<file path="src/rtl/sfp_tx_pkg.sv">
// Shared types and constants for the SFP transmit test-pattern controller.
package sfp_tx_pkg;

    typedef enum logic [1:0] {
        MODE_STATIC = 2'b00,
        MODE_CLOCK  = 2'b01,
        MODE_PRBS7  = 2'b10,
        MODE_BYTE   = 2'b11
    } mode_t;

    typedef enum logic [1:0] {
        BS_START = 2'b00,
        BS_DATA  = 2'b01,
        BS_STOP  = 2'b10,
        BS_IDLE  = 2'b11
    } byte_state_t;

    localparam logic [6:0]  PRBS7_SEED = 7'h7F;
    localparam int unsigned FRAME_LEN  = 11;

endpackage

</file>
<file path="src/rtl/sfp_tx_mode_ctrl_switch_debounce.sv">
// One switch bit: 2-FF synchronizer followed by a stable-count debouncer.
module switch_debounce #(
    parameter int unsigned DEBOUNCE_CYCLES = 1_000_000
) (
    input  logic clk,
    input  logic rst_n,
    input  logic din,
    output logic dout
);

    localparam int unsigned CNT_W = (DEBOUNCE_CYCLES > 1) ? $clog2(DEBOUNCE_CYCLES) : 1;

    logic             sync1;
    logic             sync2;
    logic [CNT_W-1:0] cnt;

    always_ff @(posedge clk or negedge rst_n) begin
        if (!rst_n) begin
            sync1 <= 1'b0;
            sync2 <= 1'b0;
            cnt   <= '0;
            dout  <= 1'b0;
        end else begin
            sync1 <= din;
            sync2 <= sync1;
            if (sync2 == dout) begin
                cnt <= '0;
            end else if (cnt == CNT_W'(DEBOUNCE_CYCLES - 1)) begin
                dout <= sync2;
                cnt  <= '0;
            end else begin
                cnt <= cnt + 1'b1;
            end
        end
    end

endmodule

</file>
<file path="src/rtl/sfp_tx_mode_ctrl.sv">
// Debounced DIP switches select and pace one of four test patterns on sfp_tx.
module sfp_tx_mode_ctrl
    import sfp_tx_pkg::*;
#(
    parameter int unsigned DEBOUNCE_CYCLES = 1_000_000,
    parameter int unsigned BASE_DIV        = 100,
    parameter logic [7:0]  BYTE_PATTERN    = 8'hA5
) (
    input  logic       clk,
    input  logic       rst_n,
    input  logic [7:0] dip_sw,
    output logic [7:0] led_out,
    output logic       sfp_tx,
    output logic [1:0] mode,
    output logic       tx_active
);

    localparam int unsigned CW = $clog2(BASE_DIV * 8);

    logic [7:0]    sw;
    logic [4:0]    sw_prev;
    logic          restart;
    mode_t         cur_mode;

    logic [CW-1:0] tick_cnt;
    logic [CW-1:0] term_cnt;
    logic          tick;

    logic          clk_bit, clk_bit_nxt;
    logic [6:0]    lfsr, lfsr_nxt;
    byte_state_t   byte_state, byte_state_nxt;
    logic [3:0]    idx, idx_nxt;
    logic          tx_nxt;

    for (genvar i = 0; i < 8; i++) begin : g_db
        switch_debounce #(.DEBOUNCE_CYCLES(DEBOUNCE_CYCLES)) u_db (
            .clk   (clk),
            .rst_n (rst_n),
            .din   (dip_sw[i]),
            .dout  (sw[i])
        );
    end

    assign led_out   = sw;
    assign mode      = sw[7:6];
    assign cur_mode  = mode_t'(sw[7:6]);
    assign tx_active = (cur_mode != MODE_STATIC);

    // Only mode and rate changes restart; sw[2:0] just feeds STATIC and LEDs.
    assign restart  = (sw[7:3] != sw_prev);
    assign term_cnt = CW'(BASE_DIV * (32'(sw[5:3]) + 32'd1) - 32'd1);
    assign tick     = (tick_cnt == term_cnt);

    always_ff @(posedge clk or negedge rst_n) begin
        if (!rst_n) begin
            sw_prev  <= '0;
            tick_cnt <= '0;
        end else begin
            sw_prev  <= sw[7:3];
            tick_cnt <= (restart || tick) ? '0 : tick_cnt + 1'b1;
        end
    end

    always_ff @(posedge clk or negedge rst_n) begin
        if (!rst_n) begin
            clk_bit    <= 1'b0;
            lfsr       <= PRBS7_SEED;
            byte_state <= BS_START;
            idx        <= '0;
            sfp_tx     <= 1'b0;
        end else begin
            clk_bit    <= clk_bit_nxt;
            lfsr       <= lfsr_nxt;
            byte_state <= byte_state_nxt;
            idx        <= idx_nxt;
            sfp_tx     <= tx_nxt;
        end
    end

    // The output bit is taken from the next generator state so a restart
    // shows the new mode's first bit one cycle after the switch change.
    always_comb begin
        clk_bit_nxt    = clk_bit;
        lfsr_nxt       = lfsr;
        byte_state_nxt = byte_state;
        idx_nxt        = idx;
        tx_nxt         = 1'b0;

        if (restart) begin
            clk_bit_nxt    = 1'b0;
            lfsr_nxt       = PRBS7_SEED;
            byte_state_nxt = BS_START;
            idx_nxt        = '0;
        end else begin
            if (lfsr == '0) begin
                lfsr_nxt = PRBS7_SEED;
            end else if (tick) begin
                lfsr_nxt = {lfsr[5:0], lfsr[6] ^ lfsr[5]};
            end
            if (tick) begin
                clk_bit_nxt = ~clk_bit;
                case (byte_state)
                    BS_START: begin
                        byte_state_nxt = BS_DATA;
                        idx_nxt        = '0;
                    end
                    BS_DATA: begin
                        if (idx == 4'd7) begin
                            byte_state_nxt = BS_STOP;
                        end else begin
                            idx_nxt = idx + 4'd1;
                        end
                    end
                    BS_STOP: byte_state_nxt = BS_IDLE;
                    BS_IDLE: byte_state_nxt = BS_START;
                    default: byte_state_nxt = BS_START;
                endcase
            end
        end

        case (cur_mode)
            MODE_STATIC: tx_nxt = sw[0];
            MODE_CLOCK:  tx_nxt = clk_bit_nxt;
            MODE_PRBS7:  tx_nxt = lfsr_nxt[6];
            MODE_BYTE: begin
                case (byte_state_nxt)
                    BS_START: tx_nxt = 1'b0;
                    BS_DATA:  tx_nxt = BYTE_PATTERN[idx_nxt[2:0]];
                    default:  tx_nxt = 1'b1;
                endcase
            end
            default: tx_nxt = 1'b0;
        endcase
    end

endmodule

</file>
<file path="config.mk">
export PLATFORM = sky130hd
export DESIGN_NAME = sfp_tx_mode_ctrl
export DESIGN_NICKNAME = d
export VERILOG_FILES = /design/src/rtl/sfp_tx_pkg.sv /design/src/rtl/sfp_tx_mode_ctrl_switch_debounce.sv /design/src/rtl/sfp_tx_mode_ctrl.sv
export SDC_FILE = /design/constraint.sdc
export NUM_CORES = 1
export LEC_CHECK = 0
export CAP_MARGIN = 20
export CORE_UTILIZATION = 56
export CTS_CLUSTER_DIAMETER = 80
export DETAILED_ROUTE_END_ITERATION = 12
export PLACE_DENSITY = 0.84
export SLEW_MARGIN = 10
export SYNTH_ARGS = -nofsm -noshare
export SYNTH_HDL_FRONTEND = slang
export SYNTH_SLANG_ARGS = --single-unit
</file>
<file path="constraint.sdc">
create_clock -name clk -period 3.7 [get_ports clk]
set_input_delay 0.74 -clock clk [delete_from_list [all_inputs] [get_ports clk]]
set_output_delay 0.74 -clock clk [all_outputs]
set_load 0.05 [all_outputs]
</file>
[After elaboration in Yosys (flattened, before gate mapping)]
Memory sizes are Yosys's and may differ from the RTL's.
Cells that the tools add are included.
Operators by class
  reduce and logical (&&, ||, !) cells: 18
  $add $sub $neg: 12
  bitwise logic cells: 10
  magnitude comparators: 1
  equal/unequal tests: 27
  multiply operators: 1
  multiplexer cells: 33
Operators by type and width (number)
  20-bit two-way mux: 16
  20-bit by 1-bit adder with 20-bit output, second input constant: 8
  20-bit == test, second input constant: 8
  7-bit two-way mux: 3
  2-bit AND reduction: 8
  4-bit two-way mux: 3
  10-bit by 1-bit adder with 10-bit output, second input constant: 1
  10-bit == test: 1
  10-bit two-way mux: 1
  10-bit by 1-bit subtractor with 10-bit output, second input constant: 1
  1-bit inverter: 9
  1-bit == test: 8
  2-bit == test, second input constant: 4
  5-bit by 4-bit multiplier with 8-bit output, first input constant: 1
  2-bit case mux with 4 select lines: 1
  4-bit case mux with 2 select lines: 1
  7-bit logical NOT: 1
  2-bit by 1-bit == test with 1-bit output, second input constant: 3
  2-bit logical NOT: 3
  2-bit two-way mux: 3
  3-bit nonzero test: 2
  5-bit != test: 1
  3-bit by 1-bit adder with 4-bit output, second input constant: 1
  4-bit by 1-bit adder with 4-bit output, second input constant: 1
  other kinds (10): 13
Storage, ports and cells
  output and inout port bits: 12
  bits in registers: 214
  bits in read-only memories: 8
  bits of input ports: 10
  word-level logic and storage cells: 144
  memories kept: 1
Memory list
  (name not given): depth 8, width 1, read ports 1, clocked after Yosys merged registers in 0, write ports 0, line sfp_tx_mode_ctrl.sv:128  | BS_DATA: tx_nxt = BYTE_PATTERN[idx_nxt[2:0]];

[Depth between registers and ports, before layout]
Gate-level depths: netlist (run 1).
  word-level depth: 10
  depth in mapped cells: 14
  depth with buffers taken out: 14

[By module]
From an unflattened synthesis (run 1), not the netlist that was laid out.
Unflattened totals
  cells, all modules: 1044
  area total of the unflattened synthesis: 10747.8 µm²
By module, submodules not included
  switch_debounce: instances 8, area each 1114.8 µm², cells an instance 108, sequential area each 575.6 µm²
  sfp_tx_mode_ctrl: instances 1, area each 1829.3 µm², cells an instance 180, sequential area each 759.5 µm²

[Worst setup path after synthesis (run 1)]
Ideal clock, no wire load.
  kind: register -> register
  start: reg g_db[3].u_db.dout
  end: reg sfp_tx
  library setup time: 0.096 ns
  stages on the path, launching flop included: 14
  arrival time: 3.404 ns
  data required time: 3.604 ns
  path slack: 0.200 ns
  buffers on the path: 1
  clock period less this slack: 3.500 ns
  cell sequence: dfrtp_1 > buf_2 > inv_1 > ha_1 > inv_2 > ha_1 > fa_1 > a211oi_1 > or3_1 > a21oi_1 > o21ai_2 > xor2_1 > o311a_1 > o32ai_2
On the way
  cells in the longest elaborated chain, start to end: 10
  elaborated cells between the ends (all ways): 20
  classes of those cells: add/sub: 2; mul: 1; eq/ne: 3; mux: 12; reduce/logical: 1; memory: 1
RTL lines
  from (decl): line sfp_tx_mode_ctrl_switch_debounce.sv:8  | output logic dout
  from (signal assigned): line sfp_tx_mode_ctrl_switch_debounce.sv:29  | dout <= sync2;
  3-bit by 1-bit adder with 4-bit output: line sfp_tx_mode_ctrl.sv:51  | assign term_cnt = CW'(BASE_DIV * (32'(sw[5:3]) + 32'd1) - 32'd1);
  5-bit by 4-bit multiplier with 8-bit output: line sfp_tx_mode_ctrl.sv:51
  10-bit by 1-bit subtractor with 10-bit output: line sfp_tx_mode_ctrl.sv:51
  10-bit == test: line sfp_tx_mode_ctrl.sv:52  | assign tick = (tick_cnt == term_cnt);
  4-bit two-way mux: line sfp_tx_mode_ctrl.sv:100  | if (tick) begin
  4-bit two-way mux: line sfp_tx_mode_ctrl.sv:89  | if (restart) begin
  memory 8 x 1 bit
  1-bit two-way mux (implied by the code): line sfp_tx_mode_ctrl.sv:128
  1-bit case mux with 2 select lines: line sfp_tx_mode_ctrl.sv:126  | case (byte_state_nxt)
  1-bit case mux with 4 select lines *: line sfp_tx_mode_ctrl.sv:121  | case (cur_mode)
  net tx_nxt: line sfp_tx_mode_ctrl.sv:33  | logic tx_nxt;
  to (signal assigned): line sfp_tx_mode_ctrl.sv:76  | sfp_tx <= tx_nxt;
  to (decl): line sfp_tx_mode_ctrl.sv:13  | output logic sfp_tx,
The timed path passes the listed nets; every way through them passes the cells marked *. The select of a mux whose other input is x is not followed.
A chain may end at the register's enable or synchronous reset.

[Worst setup path after layout (run 1)]
Ends and elaborated chain as after synthesis.

==> impl_results.md, run 1 <==
- Finished Core Util: 0.647
- Crit path kind: flip-flop to flip-flop
- DPL Wire Length: between 10 and 15 mm
- Final Max Slew Viols: 0
- Syn Inst Count: roughly 1000
- Post-CTS Repair Setup Buffers: 0
- Hold_ws: about 0.23 ns
- Final nets: 1062
- Die Footprint: ~19000 um^2
- P_int: around 3.7 mW
- DIE WIDTH: roughly 140 um
- Final setup viols: 0
- Share of cells above drive strength 1: 0.0667
- Sw Share: 0.215
- Lkg Pwr: a little over 5 nW
- CTS Root Cell: clkbuf_16
- Routed WL: 18.6 mm
- Shortest period the worst path allows: 3.59 ns
- Crit Path Max Fanout: 5
- Post-synth top area share: 0.508
- Vias in the first global route: roughly 7300
- Total track usage: 0.215
- Critical Path RT: slightly above 4 ns
- Flip-flop and latch area: approximately 5400 um^2
- CP arrival: 4.01 ns
- Netlist cell types: slightly below 60
- Yosys Warn Count: 0
- Vias: 7186
- Top_reg_cell synth: dfrtp_1
- Reg power frac: 0.509
- Clock Path Buffers: 3
- Pwr dens: approximately 420 nW/um^2
- Vias/cell: between 5 and 6
- Worst-Margin Slew: 0.727 ns
- Cell taking the most area after synthesis: dfrtp_1
- Register bit total from synthesis: 214
- Max IR drop VDD: ~0.00037 V
- Area contributors post-synth: dfrtp_1 51%, xor2_1 7.7%, nor2_1 6.6%
- DRT iter0 DRCs: between 400 and 500
- Number of enable flip-flop cells after synthesis: 0
- Port Buffer Count: 21
- Initial antenna violation count: 0
- Hold WC Path Type: input port to asynchronous set/reset pin
- Worst-skew pair later-pin latency: between 0.5 and 0.6 ns
- Core area: between 15000 and 20000 um^2
- Std-Cell Rows: 48
- Post-route ant nets: 0
- GPL Wtd Cong: between 0.8 and 0.9
- Initial Util: 0.581
- Clock skew: 0.0243 ns
- Largest net degree at the start of global routing: slightly below 100
- Syn_area_per_cell: slightly above 10 um^2
- Diode count: 0
- Asr flop ratio synth: 1.00
- Hold Vio Cnt, Final: 0
- Grt total ovfl: 0
- Crit share post-route: 0.971
- Layout fillers: about 1300
- Slew margin rel.: 0.515
- Drt wl/cell: around 15 um
- Initial DRT Pass Iterations: 5
- Clock Power Share: 0.464
- Area growth syn-to-layout: 11.4%
- Seq/Total Area, Yosys: 0.526
- Post-Syn Area: 10200 um^2
- Net Sw Power: 1.02 mW
- CTS Buf Count: 22
- H-tree depth: 1
- Synth cell count leaders: 207 x dfrtp_1, 178 x nor2_1, 90 x xor2_1
- Clock slew at reported path FFs: approximately 0.060 ns
- Multi-input combinational cell area: 4630 um^2
- Sink Count: ~210
- Combinational fraction of design power: 0.027
- Setup TNS: 0 ns
- Chip height: 137 um
- Syn nets: between 1000 and 1500
- FMAX: 278 MHz
- Dominant cell by count in the synthesized netlist: dfrtp_1
- Max cap viols: 0
- # IOs: 22
- Worst Setup End Kind: flip-flop
- Crit path launch type: flip-flop
- Global-route wire length before repair: about 33 mm
- CTS tree: yes
- Run status: complete, no violations
- # DRC: 0
==> cell type report <==
type	instances	share of cell area
inverter	20	0.00661
clock inverter	6	0.00827
clock buffer	34	0.0542
timing repair buffer	29	0.0254
multi-input combinational	747	0.408
tap	225	0.0248
sequential	214	0.473
==> state kept, by name (all words and copies together) (netlist names) <==
signal           cells
g_db.u_db.cnt      160
tick_cnt            10
g_db.u_db.dout       8
g_db.u_db.sync1      8
g_db.u_db.sync2      8
lfsr                 7
sw_prev              5
idx                  4
byte_state           2
clk_bit              1
sfp_tx               1
==> kinds of logic (layout without fill, tap and decap cells) <==
kind of cell | Yosys count | count (layout) | share of synthesized area
multiplexers | 15 | 15 | 0.0156
AND/OR/NAND/NOR | 481 | 481 | 0.228
flip-flops | 214 | 214 | 0.526
XOR/XNOR | 160 | 160 | 0.139
adder cells (fa/ha/maj) | 18 | 18 | 0.0228
AO/OA/AOI/OAI | 72 | 72 | 0.0438
other | 1 | 1 | 0.000368
buffers and inverters | 51 | 89 | 0.0238
==> worst paths after layout <==
check | endpoint | slack (ns) | start | cells after the start
worst max-delay path | sfp_tx | 0.11 | g_db[3].u_db.dout | 13
worst min-delay path | g_db[2].u_db.cnt[10] | 0.23 | rst_n | 1
worst max register to register | sfp_tx | 0.11 | g_db[3].u_db.dout | 13
worst min register to register | g_db[0].u_db.sync2 | 0.35 | g_db[0].u_db.sync1 | 0
max in group asynchronous | g_db[7].u_db.cnt[10] | 2.60 | rst_n | 2
min in group clk | g_db[0].u_db.sync2 | 0.35 | g_db[0].u_db.sync1 | 0
==> per-stage QoR <==
stage | cells | area, um^2 | setup slack [ns] | total power [mW]
after floorplan | 1012 | 10200 | 0.200 | 2.49
after global placement | 1235 | 10600 | 0.221 | 2.56
after detailed placement | 1235 | 10600 | 0.0345 | 2.57
after CTS | 1275 | 11300 | 0.0134 | 4.77
after global routing | 1275 | 11400 | -0.0217 | 4.88
final | 1275 | 11400 | 0.109 | 4.71
==> worst max-delay path, stage by stage (launching register included) <==
cell	delay [ns]
dfrtp_2	0.42
inv_1	0.09
ha_1	0.38
inv_2	0.05
ha_1	0.31
fa_1	0.47
xor2_2	0.21
nor3_1	0.24
mux2i_1	0.16
a21boi_2	0.28
o21ai_2	0.16
xor2_1	0.20
o311a_1	0.33
o32ai_2	0.20
==> power groups by stage <==
stage | combinational (mW) | sequential, mW | clock [mW]
after floorplan | 0.0584 | 2.43 | 0
after global placement | 0.127 | 2.44 | 0
after detailed placement | 0.131 | 2.44 | 0
after CTS | 0.133 | 2.40 | 2.24
after global routing | 0.150 | 2.40 | 2.33
final | 0.128 | 2.40 | 2.19
==> cell usage in the layout, fill, tap and decap left out, types with 18 or more instances in the layout <==
master,count
nand4_1,18
clkbuf_16,22
xnor2_1,69
nand3_1,68
and3_1,54
nor2_1,178
dfrtp_1,205
nand2_1,84
xor2_1,88
clkdlybuf4s50_1,20
a21oi_1,26
or3_1,23
inv_1,18
o21ai_0,25
==> routing by layer <==
| metal | routed length [um] | global-route usage | part of all wire |
|---|---|---|---|
| met1 | 8470 | 0.291 | 0.46 |
| met2 | 8990 | 0.361 | 0.48 |
| met3 | 671 | 0.0322 | 0.036 |
| met4 | 447 | 0.0629 | 0.024 |
| met5 | 0 | 0 | 0 |
==> what timing repair did <==
action                     in CTS  in global routing
gates resized for setup         0                 11
setup endpoints to repair       0                 16
hold endpoints to repair        0                  0
hold buffers                    0                  0
No activity file was read; power rests on OpenSTA's default activity.
==> inputs of run 2 (changes only) <==
CORE_UTILIZATION = 60   (was 56)
PLACE_DENSITY = 0.85   (was 0.84)
clock period = 4.04 ns   (was 3.7 ns; I/O delays follow)
==> run 2 against run 1 <==
- flip-flop and latch count stayed put
- worst setup slack improved by 0.12 ns
- register-to-register slack better by 0.12 ns
- sequential share of layout area is essentially flat
- final cell count decreased by 0.39%
- clock power down 2%
- non-clock buffer count is the same
- total power decreased by 5.6%
- worst hold slack gained 0.065 ns
- count of clock-buffer cells in the layout decreased by 1
- fmax decreased by 5.7%
- combinational power is 11% lower
==> impl_results.md, run 2 (synthesis gave the netlist of run 1 again) <==
- Run status: complete, no violations
- # IOs: 22 (unchanged)
- H-tree depth: 1 (unchanged)
- Share of cells above drive strength 1: 0.0619 (-0.00476)
- Clock skew: 0.0148 ns (-0.00953 ns)
- Clock slew at reported path FFs: 0.06 ns (about the same)
- DRT iter0 DRCs: 370 (-12%)
- Pwr dens: 392 nW/um^2 (-5.5%)
- Hold Vio Cnt, Final: 0 (unchanged)
- Worst-skew pair later-pin latency: 0.51 ns (about the same)
- Max IR drop VDD: 0.000299 V (-19%)
- Shortest period the worst path allows: 3.81 ns (+0.218 ns)
- Crit share post-route: 0.943 (-0.0277)
- Port Buffer Count: 21 (unchanged)
- Sink Count: 214 (unchanged)
- Worst Setup SP: g_db[3].u_db.dout
- Diode count: 0 (unchanged)
- Final nets: 1063 (+0.094%)
- Reg2Reg Depth: 12 (-1)
- Initial Util: 0.615 (+0.0334)
- Post-CTS Resized: 0 (unchanged)
- Worst-Margin Slew: 0.728 ns (+0.00130 ns)
- Crit path top cell by count: ha_1
- DIE WIDTH: 132 um (-3.3%)
- Std-Cell Rows: 47 (-2.1%)
- Crit path launch type: flip-flop
- Hold WC Path Type: input port to asynchronous set/reset pin
- CTS Root Cell: clkbuf_16
- Total track usage: 0.222 (+0.00670)
- CTS Buf Count: 23 (+4.5%)
- Routed WL: 18.4 mm (-0.98%)
- Post-CTS Repair Setup Buffers: 0 (unchanged)
- Clock Path Buffers: 3 (unchanged)
- Commonest non-fill, non-tap cells in the layout: 207 x dfrtp_1, 178 x nor2_1, 90 x xor2_1
- Hold buffers post-CTS: 0 (unchanged)
- Crit-path cells: inv_1, ha_1, inv_2, ha_1, fa_1, a211oi_1, or3_1, a21oi_1, o21ai_2, xor2_1, o311a_1, o32ai_2
- GPL Wtd Cong: 0.811 (+0.38%)
- Slew margin rel.: 0.514 (-0.000865)
- Largest net degree at the start of global routing: 98 (-1.0%)
- Initial antenna violation count: 0 (unchanged)
- Vias: 7068 (-1.6%)
- Setup TNS: 0 ns (unchanged)
- Area growth syn-to-layout: 11.3% (about the same)
- Reg2Reg Launch Point: g_db[3].u_db.dout
- Reg2reg end: sfp_tx
- Final Max Slew Viols: 0 (unchanged)
- Grt total ovfl: 0 (unchanged)
- Final setup viols: 0 (unchanged)
- Chip height: 132 um (-3.3%)
- Crit path kind: flip-flop to flip-flop
- Vias/cell: 5.57 (-1.3%)
- Lkg Pwr: 5.18 nW (+0.72%)
- Global-route wire length before repair: 32.6 mm (-0.78%)
- Max cap viols: 0 (unchanged)
- Vias in the first global route: 7226 (-0.85%)
- # DRC: 0 (unchanged)
- Biggest regs: g_db.u_db.cnt: 160 flops, tick_cnt: 10 flops
- Worst Setup End Kind: flip-flop
- R2r setup slk: 0.23 ns (+0.12 ns)
- Finished Core Util: 0.684 (+0.0366)
- Biggest register: g_db.u_db.cnt
- Crit Path Max Fanout: 5 (unchanged)
- Most common cell after layout, fill and taps aside: dfrtp_1
- Drt wl/cell: 14.5 um (-0.60%)
- FMAX: 263 MHz (-5.7%)
- Critical-path top delay cell: fa_1
- Initial DRT Pass Iterations: 4 (-1)
- Core area: 16600 um^2 (-5.4%)
- Critical Path RT: 4.45 ns (+0.33 ns)
- CP arrival: 4.21 ns (+0.20 ns)
- Max incr delay on CP: 0.57 ns (+0.10 ns)
- Die Footprint: 17500 um^2 (-6.6%)
- CTS tree: yes
- DPL Wire Length: 12.0 mm (+1.7%)
- Post-route ant nets: 0 (unchanged)
- Max FFs per register: 160 (unchanged)
- RSZ-0062 raised after global routing: no
## run 2: report_power, final
group          total (mW)  switching (mW)  internal, mW
logic               0.114          0.0806        0.0335
registers            2.20          0.0237          2.17
clock network        2.14           0.828          1.31
total                4.45           0.933          3.52
## run 2: cell type report
class	instances	area [um^2]
clock buffer	33	653
fill	1244	5240
multi-input combinational	747	4590
clock inverter	7	114
sequential	214	5360
tap	220	275
timing repair buffer	29	275
inverter	20	75.1
## run 2: metal layers
layer | GRT usage | part of all wire | vias to the layer above
li1 | - | - | 3459
met1 | 0.298 | 0.46 | 3486
met2 | 0.382 | 0.49 | 90
met3 | 0.0319 | 0.029 | 33
met4 | 0.0524 | 0.019 | 0
met5 | 0 | 0 | -
## run 2: per-stage QoR
| stage | setup WS (ns) | area, um^2 | instances | hold slack (ns) | power [mW] |
|---|---|---|---|---|---|
| 3_3_place_gp | 0.564 | 10600 | 1230 | 0.338 | 2.35 |
| 2_1_floorplan | 0.540 | 10200 | 1012 | 0.331 | 2.28 |
| 6_report | 0.231 | 11300 | 1270 | 0.291 | 4.45 |
| 5_1_grt | 0.0391 | 11300 | 1270 | 0.363 | 4.59 |
| 4_1_cts | 0.290 | 11300 | 1270 | 0.336 | 4.50 |
| 3_5_place_dp | 0.349 | 10600 | 1230 | 0.338 | 2.35 |
## run 2: worst max path at each step
stage,endpoint,slack (ns),cells after the start
final,sfp_tx,0.23,12
after global routing,sfp_tx,0.04,14
after CTS,sfp_tx,0.29,12
after detailed placement,sfp_tx,0.35,12
after global placement,sfp_tx,0.56,14
after floorplan,sfp_tx,0.54,13
## run 2: critical path, delay by kind of cell, from the launching register on
family	cells	cell delay [ns]
adder cells (fa/ha/maj)	3	1.28
flip-flops	1	0.42
XOR/XNOR	1	0.21
AND/OR/NAND/NOR	1	0.39
AO/OA/AOI/OAI	5	1.26
buffers and inverters	2	0.16
